<file path="config.mk">
export PLATFORM = sky130hd
export DESIGN_NAME = conv2d_stream_engine
export DESIGN_NICKNAME = d
export VERILOG_FILES = /design/src/rtl/conv2d_stream_engine.sv
export SDC_FILE = /design/constraint.sdc
export NUM_CORES = 1
export LEC_CHECK = 0
export ABC_CLOCK_PERIOD_IN_PS = 8950
export BUFFER_PORTS_ARGS = -buffer_cell sky130_fd_sc_hd__buf_4
export CAP_MARGIN = 0
export CORE_ASPECT_RATIO = 1.75
export CORE_MARGIN = 8
export CORE_UTILIZATION = 40
export CTS_CLUSTER_DIAMETER = 30
export CTS_CLUSTER_SIZE = 8
export DETAILED_ROUTE_END_ITERATION = 8
export HOLD_SLACK_MARGIN = 0.08
export MAX_ROUTING_LAYER = met4
export SLEW_MARGIN = 20
export SYNTH_ARGS = -nofsm -noshare
export SYNTH_HDL_FRONTEND = slang
export SYNTH_SLANG_ARGS = --single-unit
export TNS_END_PERCENT = 30
</file>
<file path="constraint.sdc">
create_clock -name clk -period 8.95 [get_ports clk]
set_clock_uncertainty 0.15 [all_clocks]
set_input_delay 2.2375 -clock clk [delete_from_list [all_inputs] [get_ports clk]]
set_output_delay 2.2375 -clock clk [all_outputs]
set_load 0.05 [all_outputs]
</file>
<file path="src/rtl/conv2d_stream_engine.sv">
// Streaming 2-D valid convolution: loads an M x M image and an F x F kernel serially,
// then computes each output window with one sequential MAC and emits results on a valid/ready port.
module conv2d_stream_engine #(
  parameter int DW     = 8,
  parameter int M      = 3,
  parameter int F      = 2,
  parameter int OW     = 20,
  parameter int SIGNED = 0
) (
  input  logic          clk,
  input  logic          rst,
  input  logic          in_valid,
  output logic          in_ready,
  input  logic [DW-1:0] a,
  input  logic [DW-1:0] b,
  input  logic [3:0]    stride,
  output logic [OW-1:0] out,
  output logic          out_valid,
  input  logic          out_ready,
  output logic          done,
  output logic          busy
);

  localparam int NPIX = M * M;
  localparam int KN   = F * F;
  localparam int AW   = (NPIX > 1) ? $clog2(NPIX) : 1;
  localparam int KAW  = (KN > 1) ? $clog2(KN) : 1;
  localparam int PW   = $clog2(M + 16) + 1;

  typedef enum logic [1:0] {ST_LOAD, ST_COMPUTE, ST_OUT, ST_DONE} state_t;

  state_t          state_q, state_d;
  logic [AW-1:0]   beat_q, beat_d;
  logic            full_q, full_d;
  logic [3:0]      s_q, s_d;
  logic [PW-1:0]   row_q, row_d, col_q, col_d, kr_q, kr_d, kc_q, kc_d;
  logic [OW-1:0]   acc_q, acc_d, out_q, out_d;
  logic            out_valid_q, out_valid_d, done_q, done_d;

  logic [DW-1:0]   img_mem [NPIX];
  logic [DW-1:0]   ker_mem [KN];
  logic [DW-1:0]   img_v, ker_v;
  logic [2*DW-1:0] prod;
  logic [OW-1:0]   prod_ext;
  logic            beat_fire, out_fire;
  int              img_idx, ker_idx;

  // full_q gives one settle cycle after the last beat so its write lands before the first MAC.
  assign in_ready  = (state_q == ST_LOAD) && !full_q;
  assign beat_fire = in_valid && in_ready;
  assign out_fire  = out_valid_q && out_ready;
  assign out       = out_q;
  assign out_valid = out_valid_q;
  assign done      = done_q;
  assign busy      = (state_q != ST_LOAD);

  always_comb begin
    img_idx = (int'(row_q) + int'(kr_q)) * M + int'(col_q) + int'(kc_q);
    ker_idx = int'(kr_q) * F + int'(kc_q);
    img_v   = img_mem[img_idx[AW-1:0]];
    ker_v   = ker_mem[ker_idx[KAW-1:0]];
  end

  generate
    if (SIGNED != 0) begin : g_signed
      assign prod     = $signed({{DW{img_v[DW-1]}}, img_v}) * $signed({{DW{ker_v[DW-1]}}, ker_v});
      assign prod_ext = OW'($signed(prod));
    end else begin : g_unsigned
      assign prod     = {{DW{1'b0}}, img_v} * {{DW{1'b0}}, ker_v};
      assign prod_ext = OW'(prod);
    end
  endgenerate

  always_ff @(posedge clk) begin
    if (!rst && beat_fire) begin
      img_mem[beat_q] <= a;
      if (int'(beat_q) < KN) ker_mem[beat_q[KAW-1:0]] <= b;
    end
  end

  always_comb begin
    state_d     = state_q;
    beat_d      = beat_q;
    full_d      = full_q;
    s_d         = s_q;
    row_d       = row_q;
    col_d       = col_q;
    kr_d        = kr_q;
    kc_d        = kc_q;
    acc_d       = acc_q;
    out_d       = out_q;
    out_valid_d = out_valid_q;
    done_d      = 1'b0;
    case (state_q)
      ST_LOAD: begin
        if (full_q) begin
          full_d  = 1'b0;
          state_d = ST_COMPUTE;
          acc_d   = '0;
          row_d   = '0;
          col_d   = '0;
          kr_d    = '0;
          kc_d    = '0;
        end else if (beat_fire) begin
          if (beat_q == '0) s_d = (stride == 4'd0) ? 4'd1 : stride;
          if (beat_q == AW'(NPIX - 1)) begin
            beat_d = '0;
            full_d = 1'b1;
          end else begin
            beat_d = beat_q + AW'(1);
          end
        end
      end
      ST_COMPUTE: begin
        acc_d = acc_q + prod_ext;
        if (kc_q == PW'(F - 1)) begin
          kc_d = '0;
          if (kr_q == PW'(F - 1)) begin
            kr_d        = '0;
            out_d       = acc_q + prod_ext;
            out_valid_d = 1'b1;
            state_d     = ST_OUT;
          end else begin
            kr_d = kr_q + PW'(1);
          end
        end else begin
          kc_d = kc_q + PW'(1);
        end
      end
      ST_OUT: begin
        if (out_fire) begin
          out_valid_d = 1'b0;
          acc_d       = '0;
          if (int'(col_q) + int'(s_q) + F <= M) begin
            col_d   = col_q + PW'(s_q);
            state_d = ST_COMPUTE;
          end else if (int'(row_q) + int'(s_q) + F <= M) begin
            col_d   = '0;
            row_d   = row_q + PW'(s_q);
            state_d = ST_COMPUTE;
          end else begin
            state_d = ST_DONE;
            done_d  = 1'b1;
          end
        end
      end
      default: begin
        state_d = ST_LOAD;
      end
    endcase
  end

  always_ff @(posedge clk) begin
    if (rst) begin
      state_q     <= ST_LOAD;
      beat_q      <= '0;
      full_q      <= 1'b0;
      s_q         <= 4'd1;
      row_q       <= '0;
      col_q       <= '0;
      kr_q        <= '0;
      kc_q        <= '0;
      acc_q       <= '0;
      out_q       <= '0;
      out_valid_q <= 1'b0;
      done_q      <= 1'b0;
    end else begin
      state_q     <= state_d;
      beat_q      <= beat_d;
      full_q      <= full_d;
      s_q         <= s_d;
      row_q       <= row_d;
      col_q       <= col_d;
      kr_q        <= kr_d;
      kc_q        <= kc_d;
      acc_q       <= acc_d;
      out_q       <= out_d;
      out_valid_q <= out_valid_d;
      done_q      <= done_d;
    end
  end

endmodule

</file>
==> run metrics <==
number of design rule violations left after detail routing 0; data arrival at the endpoint of the critical path approximately 8.7 ns; wire length per cell after detailed routing around 17 um; shortest period the worst path allows between 8 and 9 ns; Seq cells post-synth approximately 180; antenna-violating nets left 0; result of the run complete, no violations; Die X 141 um; critical path type flop to flop; synthesized netlist net count approximately 1200; antenna diode count 0; wire length of the first global-routing pass approximately 40 mm; vias after detailed routing between 7000 and 8000; Syn Inst Count 1008; final weighted congestion in routability-driven placement ~0.9; library cell used as clock root buffer clkbuf_16; Hold Crit Class flop to flop; final cycle utilization of the critical path 94.5%; Fill cells 2603; number of global-route vias before repair just under 8000; kind of start point of the critical path flop; vertical die dimension between 200 and 250 um; clock sink count roughly 180; type of destination of the critical path flop; setup repair after global routing missed its margin no; met2 Usage GRT between 30% and 40%; num rows 80; WHS between 0.3 and 0.4 ns; met1 Resource Use GR between 15 and 20%; via density per instance ~5.3; Worst Reg2Reg Path Length in Cells 31; top-level port count between 40 and 50; cell area after technology mapping between 10000 and 15000 sq um; length of the first detailed-routing pass in iterations 4; leading cell types by total area after synthesis edfxtp_1 29%, dfxtp_1 14%, fa_1 11%; count of final setup violators 0; power per cell area roughly 300 nW/um^2; worst hold path startpoint out[8]$_SDFFE_PP0P_; Initial Util 40.4%; Die Footprint ~33000 sq um; number of enable flip-flop cells after synthesis 104; All-Layer GR Usage around 16%; f_max around 120 MHz; Top cell by count, worst path fa_1; Yosys warnings 0; TritonCTS Buffers 17; latest clock arrival within the worst-skew pair 0.46 ns; share of post-route cells with drive strength above 1 12.6%; placement-stage worst setup slack about 0.18 ns; number of buffers added on ports between 40 and 50; number of distinct library cell variants in the gate-level netlist after synthesis between 60 and 70; final design area excluding fillers ~12000 sq um; CTS HTree Levels 4; area taken by flip-flops and latches between 4000 and 5000 sq um; reg-to-reg setup timing slack 0.49 ns; launch point of the worst reg-to-reg path kr_q[0]$_SDFFE_PP0P_; first-iteration detailed-routing DRC count between 300 and 400; layer with the highest usage met2; summed negative setup slack over all endpoints 0 ns; max-slew violations 0; transition time at the pin with the least slew margin about 1.0 ns; hold-critical path depth 2; slowest cell on the critical path fa_1; area after detailed placement 11700 sq um; maximum fanout along the worst path 8; mean instance size in the synthesized netlist approximately 11 sq um; final net count about 1200; static leakage 5.03 nW; DRT Wirelength approximately 24 mm; number of buffers on the longest clock path 2; Data required, critical path about 9.1 ns; TritonCTS clock tree yes; Final Hold Vio Count 0; clock-pin slew of the registers on the worst-case setup and hold paths around 0.070 ns; remaining max-slew budget at the tightest pin about 30%; cell taking the most area after synthesis edfxtp_1; endpoint of the worst-slack reg-to-reg timing path acc_q[19]$_SDFFE_PP0P_; area grow syn2layout 12.6%; Core Region between 20000 and 30000 sq um; Detailed Place HPWL 19.0 mm; hold path endpoint out[8]$_SDFFE_PP0P_; global routing usage on met3 2.94%; antenna violations before repair 0; Multi-input gate area ~5600 sq um; IR drop worst, VDD between 0.2 and 0.25 mV; number of maximum-capacitance constraint violations 0; portion of synthesized cell area occupied by the leading cell type around 29%; Async SR Flop Fraction 0%; largest net degree at the start of global routing 40; CP max stage delay ~0.55 ns; grt ovf 0; sequential-to-total area share from yosys stat a little over two fifths; most used flip-flop cell after synthesis edfxtp_1; slack of the critical path a little under 0.5 ns
==> report_power, final <==
part	leakage, nW	internal, W	switching [W]	total (W)
Combinational	3.20	0.000786	0.00119	0.00198
Clock	0.270	0.000368	0.000364	0.000733
Sequential	1.56	0.000915	0.0000230	0.000938
==> worst max-delay path, delay by kind of cell (launching register included) <==
kind | cells | cell delay, ns
adders and majority gates | 11 | 4.58
AOI/OAI and AO/OA | 5 | 1.23
xor gates and xnor gates | 4 | 0.74
buffers and inverters | 8 | 0.66
DFF | 1 | 0.47
muxes | 1 | 0.34
and+or+nand+nor | 2 | 0.17
==> how the worst max path moves through the flow <==
| stage | start | to | slack (ns) | cells past startpoint |
|---|---|---|---|---|
| after floorplan | kr_q[0]$_SDFFE_PP0P_ | out[19]$_SDFFE_PP0P_ | 0.73 | 28 |
| after global placement | kr_q[0]$_SDFFE_PP0P_ | out[18]$_SDFFE_PP0P_ | 0.40 | 28 |
| after detailed placement | kr_q[0]$_SDFFE_PP0P_ | out[18]$_SDFFE_PP0P_ | 0.18 | 28 |
| after CTS | kr_q[0]$_SDFFE_PP0P_ | out[18]$_SDFFE_PP0P_ | 0.14 | 29 |
| after global routing | kr_q[0]$_SDFFE_PP0P_ | out[18]$_SDFFE_PP0P_ | 0.009 | 30 |
| final | kr_q[0]$_SDFFE_PP0P_ | acc_q[19]$_SDFFE_PP0P_ | 0.49 | 31 |
==> sequential cells by signal, summed over array words and instances (netlist names) <==
register   cells
row_q          6
img_mem       72
beat_q         4
out           20
out_valid      1
col_q          6
full_q         1
s_q            4
acc_q         20
done           1
kr_q           6
ker_mem       32
kc_q           6
state_q        2
==> Yosys cell counts (all sizes together), types with 4 or more instances <==
cell	count
nand2	66
o21a	6
o21ai	23
buf	11
and3	8
clkbuf	21
a311oi	4
nand3	17
xnor2	17
fa	62
a31o	6
a22o	7
o211ai	6
nand2b	24
a22oi	13
mux2	6
nor3	17
nor3b	5
a21o	9
ha	73
mux4	18
edfxtp	104
and2	18
a21oi	38
nand4	5
inv	139
or3	4
nor2	90
xor2	8
nor2b	16
mux2i	33
a211oi	4
nor4	5
a31oi	8
or2	7
dfxtp	77
==> area by class of cell <==
| class | instances | share of cell area (%) |
|---|---|---|
| clock inverter | 14 | 1.04 |
| multi-input combinational | 655 | 45.7 |
| sequential | 181 | 38.0 |
| tap | 328 | 3.34 |
| inverter | 140 | 4.28 |
| timing repair buffer | 66 | 4.14 |
| clock buffer | 18 | 3.49 |
==> layout by cell type, fill, tap and decap left out, types with 24 or more instances in the layout <==
cell / instances
edfxtp_1: 104
mux2i_1: 33
ha_1: 73
buf_4: 65
inv_1: 139
fa_1: 62
nand2_1: 66
dfxtp_1: 77
a21oi_1: 38
nor2_1: 90
nand2b_1: 24
==> cell families after synthesis <==
| kind of cell | count (synthesis) | share of synthesized area (%) |
|---|---|---|
| compound gates | 143 | 8.72 |
| fa+ha+maj | 135 | 19.8 |
| buf+inv | 172 | 6.06 |
| xor+xnor | 25 | 2.08 |
| flops | 181 | 42.8 |
| mux | 57 | 7.36 |
| simple gates | 295 | 13.3 |
==> stage by stage <==
step	utilization (%)	total power, W	cells
2_1_floorplan	-	0.00245	1008
3_3_place_gp	43.2	0.00292	1369
3_5_place_dp	43.2	0.00295	1369
4_1_cts	45.3	0.00370	1401
5_1_grt	45.4	0.00398	1402
6_report	45.4	0.00365	1402
==> metal layers <==
| layer | part of all wire, % | vias to the layer above | wire length [um] |
|---|---|---|---|
| li1 | - | 3585 | - |
| met1 | 37 | 3638 | 9110 |
| met2 | 56 | 135 | 13700 |
| met3 | 3.0 | 42 | 726 |
| met4 | 3.6 | 0 | 872 |
| met5 | 0 | - | 0 |
==> timing repair <==
action | in CTS | in global routing
buffers inserted | 0 | 1
resized for setup | 0 | 3
hold buffers | 0 | 0
endpoints found under the setup margin | 0 | 11
Note: power is estimated with default switching activity, not from simulation.
